$ cat src/rtl/pcpi_muldiv_iter_if.sv
// PCPI handshake bundle between a picorv32 core (master) and a coprocessor (slave).
// Groups the instruction, operand and result signals of one PCPI port.
interface pcpi_muldiv_iter_if;
   logic        pcpi_valid;
   logic [31:0] pcpi_insn;
   logic [31:0] pcpi_rs1;
   logic [31:0] pcpi_rs2;
   logic        pcpi_wr;
   logic [31:0] pcpi_rd;
   logic        pcpi_wait;
   logic        pcpi_ready;

   modport master (
      output pcpi_valid, pcpi_insn, pcpi_rs1, pcpi_rs2,
      input  pcpi_wr, pcpi_rd, pcpi_wait, pcpi_ready
   );

   modport slave (
      input  pcpi_valid, pcpi_insn, pcpi_rs1, pcpi_rs2,
      output pcpi_wr, pcpi_rd, pcpi_wait, pcpi_ready
   );
endinterface

$ cat src/rtl/pcpi_muldiv_iter.sv
// Iterative RV32M multiply/divide coprocessor for the picorv32 PCPI port.
// Multiply retires MUL_BITS_PER_CYCLE bits per cycle; divide is 1-bit/cycle restoring.
module pcpi_muldiv_iter #(
   parameter int MUL_BITS_PER_CYCLE = 1,
   parameter bit ENABLE_MUL         = 1'b1,
   parameter bit ENABLE_DIV         = 1'b1
) (
   input logic               clk,
   input logic               reset,
   pcpi_muldiv_iter_if.slave pcpi
);

   if (!(MUL_BITS_PER_CYCLE == 1 || MUL_BITS_PER_CYCLE == 2 || MUL_BITS_PER_CYCLE == 4 ||
         MUL_BITS_PER_CYCLE == 8 || MUL_BITS_PER_CYCLE == 16 || MUL_BITS_PER_CYCLE == 32)) begin : g_bad_bits
      $error("MUL_BITS_PER_CYCLE must be 1, 2, 4, 8, 16 or 32");
   end

   localparam logic [4:0] MUL_LOAD = 5'(32 / MUL_BITS_PER_CYCLE - 1);
   localparam logic [4:0] DIV_LOAD = 5'd31;

   typedef enum logic [1:0] {IDLE, BUSY, FIX, DONE} state_t;

   state_t      state_r;
   logic        guard_r;
   logic [4:0]  cnt_r;
   logic [2:0]  f3_r;
   logic        a_neg_r;
   logic        b_neg_r;
   logic        b_zero_r;
   logic [63:0] acc_r;
   logic [63:0] mcand_r;
   logic [31:0] mplier_r;
   logic        wait_r;
   logic        ready_r;
   logic        wr_r;
   logic [31:0] rd_r;

   logic        match_s;
   logic [2:0]  f3_s;
   logic        a_signed_s;
   logic        b_signed_s;
   logic        a_neg_s;
   logic        b_neg_s;
   logic [31:0] a_mag_s;
   logic [31:0] b_mag_s;
   logic [63:0] prod_s;
   logic [31:0] quot_s;
   logic [31:0] rem_s;
   logic [31:0] result_s;

   // Sum of the shifted multiplicand copies selected by the low multiplier bits.
   function automatic logic [63:0] mul_partial(input logic [63:0] mcand, input logic [31:0] mplier);
      logic [63:0] sum;
      sum = 64'd0;
      for (int i = 0; i < MUL_BITS_PER_CYCLE; i++) begin
         if (mplier[i]) begin
            sum = sum + (mcand << i);
         end else begin
            sum = sum;
         end
      end
      return sum;
   endfunction

   // One restoring step on {remainder, dividend/quotient}; remainder stays below the divisor.
   function automatic logic [63:0] div_step(input logic [63:0] acc, input logic [31:0] divisor);
      logic [32:0] trial;
      logic [32:0] diff;
      trial = {acc[63:32], acc[31]};
      diff  = trial - {1'b0, divisor};
      if (!diff[32]) begin
         return {diff[31:0], acc[30:0], 1'b1};
      end else begin
         return {trial[31:0], acc[30:0], 1'b0};
      end
   endfunction

   // Instruction decode: only enabled R-type MULDIV opcodes are accepted.
   always_comb begin
      f3_s    = pcpi.pcpi_insn[14:12];
      match_s = 1'b0;
      if (pcpi.pcpi_valid && pcpi.pcpi_insn[6:0] == 7'b0110011 &&
          pcpi.pcpi_insn[31:25] == 7'b0000001) begin
         match_s = f3_s[2] ? ENABLE_DIV : ENABLE_MUL;
      end else begin
         match_s = 1'b0;
      end
   end

   // Operand signedness and magnitudes; MUL low word is sign-agnostic so it uses signed.
   always_comb begin
      a_signed_s = 1'b0;
      b_signed_s = 1'b0;
      case (f3_s)
         3'b000, 3'b001, 3'b100, 3'b110: begin
            a_signed_s = 1'b1;
            b_signed_s = 1'b1;
         end
         3'b010: begin
            a_signed_s = 1'b1;
            b_signed_s = 1'b0;
         end
         default: begin
            a_signed_s = 1'b0;
            b_signed_s = 1'b0;
         end
      endcase
      a_neg_s = a_signed_s & pcpi.pcpi_rs1[31];
      b_neg_s = b_signed_s & pcpi.pcpi_rs2[31];
      a_mag_s = a_neg_s ? (32'd0 - pcpi.pcpi_rs1) : pcpi.pcpi_rs1;
      b_mag_s = b_neg_s ? (32'd0 - pcpi.pcpi_rs2) : pcpi.pcpi_rs2;
   end

   // Sign correction and result selection; a zero divisor leaves remainder = rs1 naturally.
   always_comb begin
      prod_s   = (a_neg_r ^ b_neg_r) ? (64'd0 - acc_r) : acc_r;
      quot_s   = acc_r[31:0];
      rem_s    = a_neg_r ? (32'd0 - acc_r[63:32]) : acc_r[63:32];
      result_s = 32'd0;
      if (f3_r[2]) begin
         if (b_zero_r) begin
            quot_s = 32'hFFFF_FFFF;
         end else if (a_neg_r ^ b_neg_r) begin
            quot_s = 32'd0 - acc_r[31:0];
         end else begin
            quot_s = acc_r[31:0];
         end
         result_s = f3_r[1] ? rem_s : quot_s;
      end else begin
         result_s = (f3_r[1:0] == 2'b00) ? prod_s[31:0] : prod_s[63:32];
      end
   end

   // Control FSM, iterative datapath and registered PCPI outputs.
   always_ff @(posedge clk or negedge reset) begin
      if (!reset) begin
         state_r  <= IDLE;
         guard_r  <= 1'b0;
         cnt_r    <= 5'd0;
         f3_r     <= 3'd0;
         a_neg_r  <= 1'b0;
         b_neg_r  <= 1'b0;
         b_zero_r <= 1'b0;
         acc_r    <= 64'd0;
         mcand_r  <= 64'd0;
         mplier_r <= 32'd0;
         wait_r   <= 1'b0;
         ready_r  <= 1'b0;
         wr_r     <= 1'b0;
         rd_r     <= 32'd0;
      end else begin
         case (state_r)
            IDLE: begin
               ready_r <= 1'b0;
               wr_r    <= 1'b0;
               rd_r    <= 32'd0;
               if (guard_r) begin
                  guard_r <= 1'b0;
                  wait_r  <= 1'b0;
               end else if (match_s) begin
                  state_r  <= BUSY;
                  wait_r   <= 1'b1;
                  f3_r     <= f3_s;
                  a_neg_r  <= a_neg_s;
                  b_neg_r  <= b_neg_s;
                  b_zero_r <= (pcpi.pcpi_rs2 == 32'd0);
                  mplier_r <= b_mag_s;
                  mcand_r  <= {32'd0, a_mag_s};
                  if (f3_s[2]) begin
                     acc_r <= {32'd0, a_mag_s};
                     cnt_r <= DIV_LOAD;
                  end else begin
                     acc_r <= 64'd0;
                     cnt_r <= MUL_LOAD;
                  end
               end else begin
                  wait_r <= 1'b0;
               end
            end
            BUSY: begin
               if (!pcpi.pcpi_valid) begin
                  state_r <= IDLE;
                  wait_r  <= 1'b0;
               end else begin
                  if (f3_r[2]) begin
                     acc_r <= div_step(acc_r, mplier_r);
                  end else begin
                     acc_r    <= acc_r + mul_partial(mcand_r, mplier_r);
                     mcand_r  <= mcand_r << MUL_BITS_PER_CYCLE;
                     mplier_r <= mplier_r >> MUL_BITS_PER_CYCLE;
                  end
                  if (cnt_r == 5'd0) begin
                     state_r <= FIX;
                  end else begin
                     cnt_r <= cnt_r - 5'd1;
                  end
               end
            end
            FIX: begin
               if (!pcpi.pcpi_valid) begin
                  state_r <= IDLE;
                  wait_r  <= 1'b0;
               end else begin
                  state_r <= DONE;
                  wait_r  <= 1'b0;
                  ready_r <= 1'b1;
                  wr_r    <= 1'b1;
                  rd_r    <= result_s;
               end
            end
            DONE: begin
               state_r <= IDLE;
               guard_r <= 1'b1;
               ready_r <= 1'b0;
               wr_r    <= 1'b0;
               rd_r    <= 32'd0;
            end
            default: begin
               state_r <= IDLE;
               guard_r <= 1'b0;
               wait_r  <= 1'b0;
               ready_r <= 1'b0;
               wr_r    <= 1'b0;
               rd_r    <= 32'd0;
            end
         endcase
      end
   end

   assign pcpi.pcpi_wait  = wait_r;
   assign pcpi.pcpi_ready = ready_r;
   assign pcpi.pcpi_wr    = wr_r;
   assign pcpi.pcpi_rd    = rd_r;

endmodule

$ cat src/flat_wrapper.sv
// flat-port wrapper written by rule: the top's interface ports become plain ports
module pcpi_muldiv_iter_flat 
#(
   parameter int MUL_BITS_PER_CYCLE = 1,
   parameter bit ENABLE_MUL         = 1'b1,
   parameter bit ENABLE_DIV         = 1'b1
)
  (clk, reset, pcpi_pcpi_valid, pcpi_pcpi_insn, pcpi_pcpi_rs1, pcpi_pcpi_rs2, pcpi_pcpi_wr, pcpi_pcpi_rd, pcpi_pcpi_wait, pcpi_pcpi_ready);
  pcpi_muldiv_iter_if pcpi_i ();
  input logic clk;
  input logic reset;
  input wire logic [$bits(pcpi_i.pcpi_valid)-1:0] pcpi_pcpi_valid;
  input wire logic [$bits(pcpi_i.pcpi_insn)-1:0] pcpi_pcpi_insn;
  input wire logic [$bits(pcpi_i.pcpi_rs1)-1:0] pcpi_pcpi_rs1;
  input wire logic [$bits(pcpi_i.pcpi_rs2)-1:0] pcpi_pcpi_rs2;
  output wire logic [$bits(pcpi_i.pcpi_wr)-1:0] pcpi_pcpi_wr;
  output wire logic [$bits(pcpi_i.pcpi_rd)-1:0] pcpi_pcpi_rd;
  output wire logic [$bits(pcpi_i.pcpi_wait)-1:0] pcpi_pcpi_wait;
  output wire logic [$bits(pcpi_i.pcpi_ready)-1:0] pcpi_pcpi_ready;
  assign pcpi_i.pcpi_valid = pcpi_pcpi_valid;
  assign pcpi_i.pcpi_insn = pcpi_pcpi_insn;
  assign pcpi_i.pcpi_rs1 = pcpi_pcpi_rs1;
  assign pcpi_i.pcpi_rs2 = pcpi_pcpi_rs2;
  assign pcpi_pcpi_wr = pcpi_i.pcpi_wr;
  assign pcpi_pcpi_rd = pcpi_i.pcpi_rd;
  assign pcpi_pcpi_wait = pcpi_i.pcpi_wait;
  assign pcpi_pcpi_ready = pcpi_i.pcpi_ready;
  pcpi_muldiv_iter #(.MUL_BITS_PER_CYCLE(MUL_BITS_PER_CYCLE), .ENABLE_MUL(ENABLE_MUL), .ENABLE_DIV(ENABLE_DIV)) u_core (.clk(clk), .reset(reset), .pcpi(pcpi_i));
endmodule
$ cat config.mk
export PLATFORM = sky130hd
export DESIGN_NAME = pcpi_muldiv_iter_flat
export DESIGN_NICKNAME = d
export VERILOG_FILES = /design/src/rtl/pcpi_muldiv_iter_if.sv /design/src/rtl/pcpi_muldiv_iter.sv /design/src/flat_wrapper.sv
export SDC_FILE = /design/constraint.sdc
export NUM_CORES = 1
export LEC_CHECK = 0
export BUFFER_PORTS_ARGS = -buffer_cell sky130_fd_sc_hd__buf_4
export CAP_MARGIN = 20
export CELL_PAD_IN_SITES_DETAIL_PLACEMENT = 0
export CELL_PAD_IN_SITES_GLOBAL_PLACEMENT = 2
export CORE_ASPECT_RATIO = 1.4
export CORE_MARGIN = 10
export CORE_UTILIZATION = 37
export DETAILED_ROUTE_END_ITERATION = 10
export PLACE_DENSITY_LB_ADDON = 0.1
export SLEW_MARGIN = 20
export SYNTH_ARGS = -nofsm -noshare
export SYNTH_HDL_FRONTEND = slang
export SYNTH_SLANG_ARGS = --single-unit
$ cat constraint.sdc
create_clock -name clk -period 4.2 [get_ports clk]
set_input_delay 1.26 -clock clk [delete_from_list [all_inputs] [get_ports clk]]
set_output_delay 1.26 -clock clk [all_outputs]
set_load 0.1 [all_outputs]
# After elaboration in Yosys (flattened, before gate mapping)

Cells that the tools add are included.
W data, S select, Z words.

Bits in registers: 208
Latch bits: 0
RAM bits: 0
Bits in read-only memories: 0
Input bits: 99
Output and inout bits: 35
Logic and storage cells: 116
Memories kept: 0

Add/sub/neg operators: 8
Multiply operators: 0
Divide/modulo/power cells: 0
Order comparisons: 0
Eq/ne operators: 17
Shift operators: 0
Multiplexer cells: 53
Bitwise operators: 4
Reductions and logical operators: 21

Operators with widths:

| operator                | number |
|---|---|
| $mux W64                | 14 |
| $mux W32                | 14 |
| $pmux W64 S2            | 2 |
| $pmux W32 S2            | 2 |
| $sub A1 B32 Y32 const A | 4 |
| $add A64 B64 Y64        | 1 |
| $sub A1 B64 Y64 const A | 1 |
| $sub A33 B32 Y33        | 1 |
| $logic_not A32 Y1       | 1 |
| $mux W5                 | 4 |
| $ne A2 B2 Y1 const B    | 6 |
| $mux W2                 | 5 |
| $pmux W5 S2             | 1 |
| $reduce_and A5 Y1       | 2 |
| $pmux W2 S4             | 1 |
| $eq A7 B1 Y1 const B    | 1 |
| $eq A7 B6 Y1 const B    | 1 |
| $mux W1                 | 7 |
| $eq A3 B3 Y1 const B    | 2 |
| $reduce_and A3 Y1       | 2 |
| $reduce_bool A2 Y1      | 3 |
| $logic_not A5 Y1        | 1 |
| $reduce_or A5 Y1        | 1 |
| $sub A5 B1 Y5 const B   | 1 |
| 19 further kinds        | 25 |

# Logic depth before layout (Yosys ltp)

Gate-level depths: netlist of the first run.

Word-level depth: 9
Gate-level depth with buffers: 16
Depth with buffers taken out: 14

# Worst setup path after synthesis of the first run

OpenSTA, ideal clock, no wires.

Path type: reg2reg
Start point: register u_core.mplier_r[0]
End point: register u_core.acc_r[58]
Setup time: 126 ps
Arrival time: 3584 ps
Data required time: 4074 ps
Slack: 490 ps
Stages on the path, launching flop included: 16
Buffers on the path: 3
Clock period less this slack: 3710 ps
Path through: dfrtp_1 > clkbuf_1 > clkbuf_1 > and2_1 > ha_1 > clkbuf_1 > nand4_1 > or3_1 > nor3_1 > a22oi_1 > a32o_1 > a21o_1 > o31ai_2 > a21boi_0 > xnor2_1 > a221o_1

Word-level cells in the longest chain between the ends: 8
Elaborated cells on any way between the ends: 10
Those cells by class: 2 x add/sub; 8 x mux

RTL lines:

| element                  | RTL line                | source |
|---|---|---|
| start: declaration       | pcpi_muldiv_iter.sv:32  | `logic [31:0] mplier_r;` |
| start signal: assignment | pcpi_muldiv_iter.sv:167 | `mplier_r <= b_mag_s;` |
| start signal: assignment | pcpi_muldiv_iter.sv:190 | `mplier_r <= mplier_r >> MUL_BITS_PER_CYCLE;` |
| $mux W64                 | pcpi_muldiv_iter.sv:56  | `if (mplier[i]) begin` |
| $mux W64                 | pcpi_muldiv_iter.sv:185 | `if (f3_r[2]) begin` |
| $mux W64                 | pcpi_muldiv_iter.sv:181 | `if (!pcpi.pcpi_valid) begin` |
| $mux W64                 | pcpi_muldiv_iter.sv:152 | `case (state_r)` |
| $add A64 B64 Y64         | pcpi_muldiv_iter.sv:188 | `acc_r <= acc_r + mul_partial(mcand_r, mplier_r);` |
| $mux W64 (*)             | pcpi_muldiv_iter.sv:185 |  |
| $mux W64 (*)             | pcpi_muldiv_iter.sv:181 |  |
| $pmux W64 S2 (*)         | pcpi_muldiv_iter.sv:152 |  |
| end signal: assignment   | pcpi_muldiv_iter.sv:170 | `acc_r <= {32'd0, a_mag_s};` |
| end signal: assignment   | pcpi_muldiv_iter.sv:186 | `acc_r <= div_step(acc_r, mplier_r);` |
| end signal: assignment   | pcpi_muldiv_iter.sv:188 |  |
| end: declaration         | pcpi_muldiv_iter.sv:30  | `logic [63:0] acc_r;` |

Every way passes the cells marked *; elsewhere a longest branch is shown, timed or not. The select of a mux whose other input is x is not followed.
A chain may end at the register's enable or synchronous reset.

# Worst setup path in the final report of the first run

Same ends and word-level chain as after synthesis.

==> results of run 1 <==
[metal layers]
metal  global-route usage, %  vias up  routed length, um
met5                       0        -                 13
met4                    9.80        2               3170
met3                    2.86      128               2530
met2                    45.8      386              40400
met1                    26.1     9194              29100
li1                        -     9169                  -
[report_power, final]
part | leakage, uW | internal, uW | switching [uW]
sequential | 0.00274 | 2530 | 454
clock | 0.000480 | 1610 | 1010
combinational | 0.00672 | 2430 | 4540
[cell usage in the layout (no fill, tap or decap), types with 25 or more instances in the layout]
master       n
a211oi_1    30
a21o_1      45
a21oi_1    254
a221oi_1    26
a22o_1      36
a22oi_1     25
and2_1      78
buf_4      228
clkbuf_16   27
dfrtp_1    207
ha_1       106
inv_1       78
mux2i_1     28
nand2_1    292
nand4_1     28
nor2_1     206
nor3_1      42
o21ai_0    246
o31ai_1     26
xnor2_1    133
xor2_1     102
[area by class of cell]
cell class                 instances  area [um2]
clock buffer                      39         791
clock inverter                    10         183
fill                            5304       28900
inverter                          78         293
multi-input combinational       2044       13200
sequential                       208        5210
tap                              650         813
timing repair buffer             237        1880
[metrics by stage]
stage	hold WS (ns)	instance area [um2]	setup TNS, ns
finish	0.487	22300	0
global route	0.508	22300	-0.0190
CTS	0.491	22300	0
detailed placement	0.478	21300	0
global placement	0.467	21300	0
floorplan	0.461	19200	0
[registers in the layout, indices dropped and copies added, names as in the netlist]
name                    flops
u_core.a_neg_r              1
u_core.acc_r               64
u_core.b_neg_r              1
u_core.b_zero_r             1
u_core.cnt_r                5
u_core.f3_r                 3
u_core.guard_r              1
u_core.mcand_r             64
u_core.mplier_r            32
u_core.pcpi.pcpi_rd        32
u_core.pcpi.pcpi_ready      1
u_core.pcpi.pcpi_wait       1
u_core.state_r              2
[worst paths after layout]
| path | from | cells after the start | to |
|---|---|---|---|
| max reg2reg | u_core.mplier_r[0]$_DFFE_PN0P_ | 14 | u_core.acc_r[58]$_DFFE_PN0P_ |
| min | u_core.pcpi.pcpi_rd[21]$_DFFE_PN0P_ | 1 | u_core.pcpi.pcpi_rd[21]$_DFFE_PN0P_ |
| max in group asynchronous | reset | 2 | u_core.mcand_r[39]$_DFFE_PN0P_ |
| min in group asynchronous | reset | 1 | u_core.mcand_r[60]$_DFFE_PN0P_ |
| min reg2reg | u_core.pcpi.pcpi_rd[21]$_DFFE_PN0P_ | 1 | u_core.pcpi.pcpi_rd[21]$_DFFE_PN0P_ |
| max | u_core.mplier_r[0]$_DFFE_PN0P_ | 14 | u_core.acc_r[58]$_DFFE_PN0P_ |
[worst max-delay path, delay by kind of cell (launching register included)]
family / cells / cell delay (ns)
AOI/OAI and AO/OA: 8 / 2.26
and+or+nand+nor: 1 / 0.17
adders and majority gates: 1 / 0.41
DFF: 1 / 0.43
buffers and inverters: 3 / 0.45
xor gates and xnor gates: 1 / 0.16
[logic make-up (layout without fill, tap and decap cells)]
| kind of cell | count (synthesis) | count (layout) | share of synthesized area, % |
|---|---|---|---|
| AO/OA/AOI/OAI | 855 | 855 | 27.8 |
| AND/OR/NAND/NOR | 800 | 800 | 19.8 |
| buffers and inverters | 243 | 364 | 4.88 |
| XOR/XNOR | 238 | 238 | 10.9 |
| flip-flops | 208 | 208 | 27.1 |
| adder cells (fa/ha/maj) | 109 | 109 | 7.19 |
| multiplexers | 42 | 42 | 2.28 |
[repair_timing]
| action | 4_1_cts | 5_1_grt |
|---|---|---|
| gates resized for setup | 1 | 9 |
| endpoints found under the setup margin | 1 | 17 |
| gates cloned | 0 | 0 |
| pin swaps | 0 | 1 |
| buffers inserted | 0 | 0 |
==> impl_metrics.py, run 1 <==
metrics = {
    "yosys": {
        "ys_ff_latch": 208,
        "synth_edf_count": 0,
        "synth_nets": 2703,
        "yosysSeqAreaShare_pct": 27.1,
        "netlist_area_um2": 19200,
        "synth.avg_cell_area_um2": 7.69,
        "ys_warn_count": 0,
        "ys_top_cells_by_count": "nand2_1, a21oi_1, o21ai_0",
        "synth_area_leaders": "dfrtp_1, ha_1, a21oi_1",
        "ys_types": 87,
        "yosysMostFrequentCell": "nand2_1",
        "synth_top_area_cell": "dfrtp_1",
        "async_reset_ff_share_pct": 100,
        "synth_ff_type": "dfrtp_1",
        "synth_top_area_share_pct": 27.1,
        "synth_cells": 2495,
    },
    "drt": {
        "final_antenna_net_count": 0,
        "via_per_inst": 5.78,
        "wl_per_cell_um": 23.0,
        "totalWireLength_mm": 75.2,
        "dr.first_iter.drc_count": 1129,
        "num_vias": 18900,
        "drc": 0,
        "firstDrtPassIters": 5,
    },
    "global_route": {
        "grt_antenna_before_repair": 1,
        "grt_start_max_net_pins": 137,
        "grt_pass1_vias": 19100,
        "grt_use_total_pct": 24.0,
        "grt_overflow": 0,
        "grt_pass1_wl_mm": 114,
    },
    "critical_path": {
        "worst-endpoint-arrival_ns": 4.48,
        "cp.required_ns": 4.67,
        "worstPathMaxFanout": 36,
        "path_cells": "buf_12 -> and2_1 -> ha_1 -> inv_1 -> o32ai_1 -> a311oi_2 -> a211oi_1 -> o21ai_0 -> buf_4 -> a21o_1 -> o31ai_2 -> a21boi_0 -> xnor2_1 -> a221o_1",
        "crit_type": "reg2reg",
        "critPathSlowestCell": "o31ai_2",
        "max_stage_delay_ns": 0.50,
        "r2r_slack_ns": 0.18,
        "cp-start-kind": "register",
        "end_kind": "register",
    },
    "pwr": {
        "power.density_nw_per_um2": 563,
        "power.total_uw": 12600,
        "cellLeakagePower_uw": 0.00994,
        "vdd_drop_max_mv": 0.329,
    },
    "finish": {
        "drive_gt1_share_pct": 13.0,
        "finalNonFillerCells": 3266,
        "n_antenna_cell": 0,
        "utilization_pct": 43.6,
        "synthToLayoutAreaGrowth_pct": 16.4,
        "nNetsFinal": 2804,
    },
    "floorplan": {
        "rows": 98,
        "core_um2": 51300,
        "die-width_um": 212,
        "initial_utilization_pct": 37.4,
        "die_y_um": 289,
        "die_area_um2": 61500,
        "ioPinCount": 134,
    },
    "timing": {
        "finalMaxSlewViolations": 0,
        "fmax_mhz": 249,
        "rsz0062_at_grt": "yes",
        "finalCritPeriodShare_pct": 95.6,
        "worst_pin_slew_ns": 1.08,
        "fin_crit_ns": 4.02,
        "relSlewSlack_pct": 27.5,
        "finalHoldViolations": 0,
        "finClkSkew_ns": 0.0254,
        "setup_ws_ns": 0.184,
        "setup_viol": 0,
    },
    "cts": {
        "cts-root-buf": "clkbuf_16",
        "cts_sinks": 208,
        "cts_max_level": 1,
        "postCtsHoldBufs": 0,
        "path_clk_slew_ns": 0.06,
        "clockBufferDepth": 3,
        "clk_latency_ns": 0.58,
        "numCtsBuffers": 27,
        "cts_tree": "done",
    },
    "outcome": {
        "outcome": "finished, final reports clean",
    },
    "placed_design": {
        "place_congestion": 0.955,
        "dp_hpwl_mm": 59.2,
        "dp_slack_ns": 0.0141,
        "placedCellCount": 3217,
        "port_buffers": 118,
    },
    "flow_run": {
        "maxCapViolations": 0,
    },
    "hold_path": {
        "hold_class": "reg2reg",
    },
}
Power figures use the tool's default switching activity.
==> run 2, diff against run 1 <==
--- a/config.mk
+++ b/config.mk
@@ -5,13 +5,14 @@
 export SDC_FILE = /design/constraint.sdc
 export NUM_CORES = 1
 export LEC_CHECK = 0
+export ABC_AREA = 1
 export BUFFER_PORTS_ARGS = -buffer_cell sky130_fd_sc_hd__buf_4
 export CAP_MARGIN = 20
 export CELL_PAD_IN_SITES_DETAIL_PLACEMENT = 0
 export CELL_PAD_IN_SITES_GLOBAL_PLACEMENT = 2
 export CORE_ASPECT_RATIO = 1.4
 export CORE_MARGIN = 10
-export CORE_UTILIZATION = 37
+export CORE_UTILIZATION = 33
 export DETAILED_ROUTE_END_ITERATION = 10
 export PLACE_DENSITY_LB_ADDON = 0.1
 export SLEW_MARGIN = 20
==> run 2 against run 1 <==
Against the previous run: sequential power up 6%; first-iteration DRC count is 60% higher; critical path depth increased by 1; via count rose by 43%; largest power group unchanged; hold slack got worse by 0.0079 ns; clock power decreased by 6%; critical endpoint is now u_core.acc_r[55]$_DFFE_PN0P_; power increased by 12%; cell area up 22%; largest cell class unchanged; clock-buffer cell count did not move; core utilization fell by 6.2 points; global-route usage grew 1.3 points; cell count grew 66%.
==> impl_metrics.py, run 2 <==
metrics = {
    "drt": {
        "final_antenna_net_count": 0,
        "via_per_inst": 4.97,
        "dr_wl_met3_mm": 4.02,
        "dr.first_iter.drc_count": 1803,
        "top_layer": "met4",
        "firstDrtPassIters": 6,
        "num_vias": 27000,
        "met2_length_mm": 58.0,
        "wl_met1_mm": 42.9,
        "totalWireLength_mm": 111,
        "drc": 0,
        "wl_per_cell_um": 20.4,
    },
    "finish": {
        "final_area_um2": 27200,
        "reg_top3": "u_core.acc_r x64, u_core.mcand_r x64",
        "final_cell_mix": "nand2_1, inv_1, nand3_1",
        "finalNonFillerCells": 5437,
        "fill_cells": 8458,
        "n_antenna_cell": 0,
        "final_common_cell": "nand2_1",
        "utilization_pct": 37.3,
        "drive_gt1_share_pct": 6.20,
        "nNetsFinal": 4673,
        "synthToLayoutAreaGrowth_pct": 11.9,
    },
    "yosys": {
        "synth.avg_cell_area_um2": 5.53,
        "ys_ff_latch": 208,
        "synth_ff_type": "dfrtp_1",
        "synth_area_leaders": "nand2_1, dfrtp_1, inv_1",
        "ys_warn_count": 0,
        "synth_top_area_share_pct": 25.3,
        "async_reset_ff_share_pct": 100,
        "yosysMostFrequentCell": "nand2_1",
        "netlist_area_um2": 24300,
        "synth_top_area_cell": "nand2_1",
        "yosysSeqAreaShare_pct": 21.5,
        "synth_nets": 4596,
        "synth_edf_count": 0,
        "synth_cells": 4388,
        "ys_types": 53,
        "ys_top_cells_by_count": "nand2_1, inv_1, nand3_1",
    },
    "pwr": {
        "cellLeakagePower_uw": 0.0155,
        "clkPwrFrac_pct": 17.3,
        "vdd_drop_max_mv": 0.408,
        "netSwitchingFraction_pct": 54.5,
        "power_frac_comb_pct": 60.3,
        "p_switching_uw": 7700,
        "power.density_nw_per_um2": 520,
        "pwr-share-seq_pct": 22.4,
        "p_int_uw": 6430,
    },
    "critical_path": {
        "cp-start-kind": "register",
        "worstReg2RegStart": "u_core.mplier_r[0]$_DFFE_PN0P_",
        "r2r_slack_ns": 0.82,
        "worst-endpoint-arrival_ns": 3.87,
        "worstRegToRegCells": 15,
        "path_cells": "buf_4 -> nand2_1 -> inv_1 -> ha_1 -> nand2_1 -> nor2_1 -> nand2_1 -> nor2_1 -> nand2_1 -> nand3_1 -> nand2_1 -> nand4_1 -> nand3_1 -> nand3_1 -> nand2_1",
        "worstPathMaxFanout": 22,
        "critPathBufInv": 2,
        "critPathSlowestCell": "dfrtp_2",
        "cp_top_family": "simple AND/OR/NAND/NOR gates",
        "max_stage_delay_ns": 0.71,
        "r2r-end": "u_core.acc_r[55]$_DFFE_PN0P_",
        "cpMostUsedCell": "nand2_1",
        "crit_type": "reg2reg",
        "end_kind": "register",
        "cp.required_ns": 4.69,
    },
    "global_route": {
        "grt_pass1_vias": 26800,
        "grt_overflow": 0,
        "grt_antenna_before_repair": 0,
        "grt_use_total_pct": 25.3,
        "grt_pass1_wl_mm": 166,
        "grt_start_max_net_pins": 83,
    },
    "timing": {
        "rsz0062_at_grt": "no",
        "fmax_mhz": 295,
        "setup_tns_ns": 0,
        "finClkSkew_ns": 0.0118,
        "relSlewSlack_pct": 34.3,
        "whs_ns": 0.479,
        "fin_crit_ns": 3.38,
        "finalMaxSlewViolations": 0,
        "worst_pin_slew_ns": 0.980,
        "finalCritPeriodShare_pct": 80.6,
        "finalHoldViolations": 0,
        "setup_viol": 0,
    },
    "cts": {
        "clockBufferDepth": 3,
        "path_clk_slew_ns": 0.06,
        "cts_tree": "done",
        "cts_sinks": 208,
        "post-cts-setup-buffers": 0,
        "postCtsHoldBufs": 0,
        "clk_latency_ns": 0.60,
        "cts-root-buf": "clkbuf_16",
        "ctsResizeCount": 0,
        "cts_max_level": 1,
        "numCtsBuffers": 27,
    },
    "outcome": {
        "outcome": "finished, final reports clean",
    },
    "placed_design": {
        "port_buffers": 118,
        "place_area_um2": 26300,
        "place_congestion": 0.956,
        "dp_hpwl_mm": 92.1,
        "placedCellCount": 5388,
    },
    "hold_path": {
        "whs_endpoint": "u_core.cnt_r[4]$_DFFE_PN0P_",
        "min_path_cells": 1,
        "hold_class": "reg2reg",
        "holdCritStartpoint": "u_core.cnt_r[4]$_DFFE_PN0P_",
    },
    "floorplan": {
        "rows": 117,
        "core_um2": 72800,
        "die-width_um": 249,
        "ioPinCount": 134,
        "initial_utilization_pct": 33.3,
        "die_y_um": 341,
        "die_area_um2": 84900,
    },
    "flow_run": {
        "maxCapViolations": 0,
    },
}
## run 2: changes by cell type after synthesis, sizes merged, moves of 71 or more
cell    before   now
nor2       206   382
clkbuf     141    64
nand3       25   399
o21ai      262   177
inv         78   779
and2        78     7
nand2      293  1652
xnor2      134    23
## run 2: stage by stage
stage	total power (uW)	worst slack, ns
finish	14100	0.816
global route	15300	0.543
CTS	14300	0.771
detailed placement	11700	0.625
global placement	11700	0.676
floorplan	8660	1.46
## run 2: final cells by class
type | count | area (um2) | share of cell area [%]
inverter | 781 | 2930 | 10.8
timing repair buffer | 177 | 1400 | 5.15
sequential | 208 | 5210 | 19.2
multi-input combinational | 3270 | 15500 | 57.2
tap | 952 | 1190 | 4.39
clock buffer | 39 | 751 | 2.76
clock inverter | 10 | 143 | 0.525
## run 2: worst max path at each step
stage	endpoint	cells past startpoint	slack, ns	from
4_1_cts	u_core.acc_r[61]$_DFFE_PN0P_	17	0.77	u_core.mplier_r[0]$_DFFE_PN0P_
3_3_place_gp	u_core.acc_r[16]$_DFFE_PN0P_	13	0.68	pcpi_pcpi_rs1[0]
6_report	u_core.acc_r[55]$_DFFE_PN0P_	15	0.82	u_core.mplier_r[0]$_DFFE_PN0P_
5_1_grt	u_core.acc_r[61]$_DFFE_PN0P_	18	0.54	u_core.mplier_r[0]$_DFFE_PN0P_
2_1_floorplan	u_core.acc_r[16]$_DFFE_PN0P_	12	1.46	pcpi_pcpi_rs1[0]
3_5_place_dp	u_core.acc_r[14]$_DFFE_PN0P_	12	0.62	pcpi_pcpi_rs1[0]
## run 2: cell families (layout without fill, tap and decap cells)
family                   after synthesis  after routing  share of synthesized area (%)
XOR/XNOR                              72             72                           2.60
buffers and inverters                910           1007                           14.6
adder cells (fa/ha/maj)              109            109                           5.68
flip-flops                           208            208                           21.5
AO/OA/AOI/OAI                        527            527                           12.2
AND/OR/NAND/NOR                     2562           2562                           43.5
## run 2: metal layers
layer | track usage [%] | vias to the layer above
li1 | - | 13900
met1 | 27.2 | 12300
met2 | 48.3 | 594
met3 | 2.55 | 185
met4 | 12.5 | 0
met5 | 0 | -
## run 2: power by group through the flow
stage	Sequential, uW	Clock (uW)	Combinational, uW
5_1_grt	3210	2590	9520
3_3_place_gp	3190	0	8530
4_1_cts	3160	2520	8570
2_1_floorplan	2880	0	5780
3_5_place_dp	3190	0	8530
6_report	3160	2450	8520
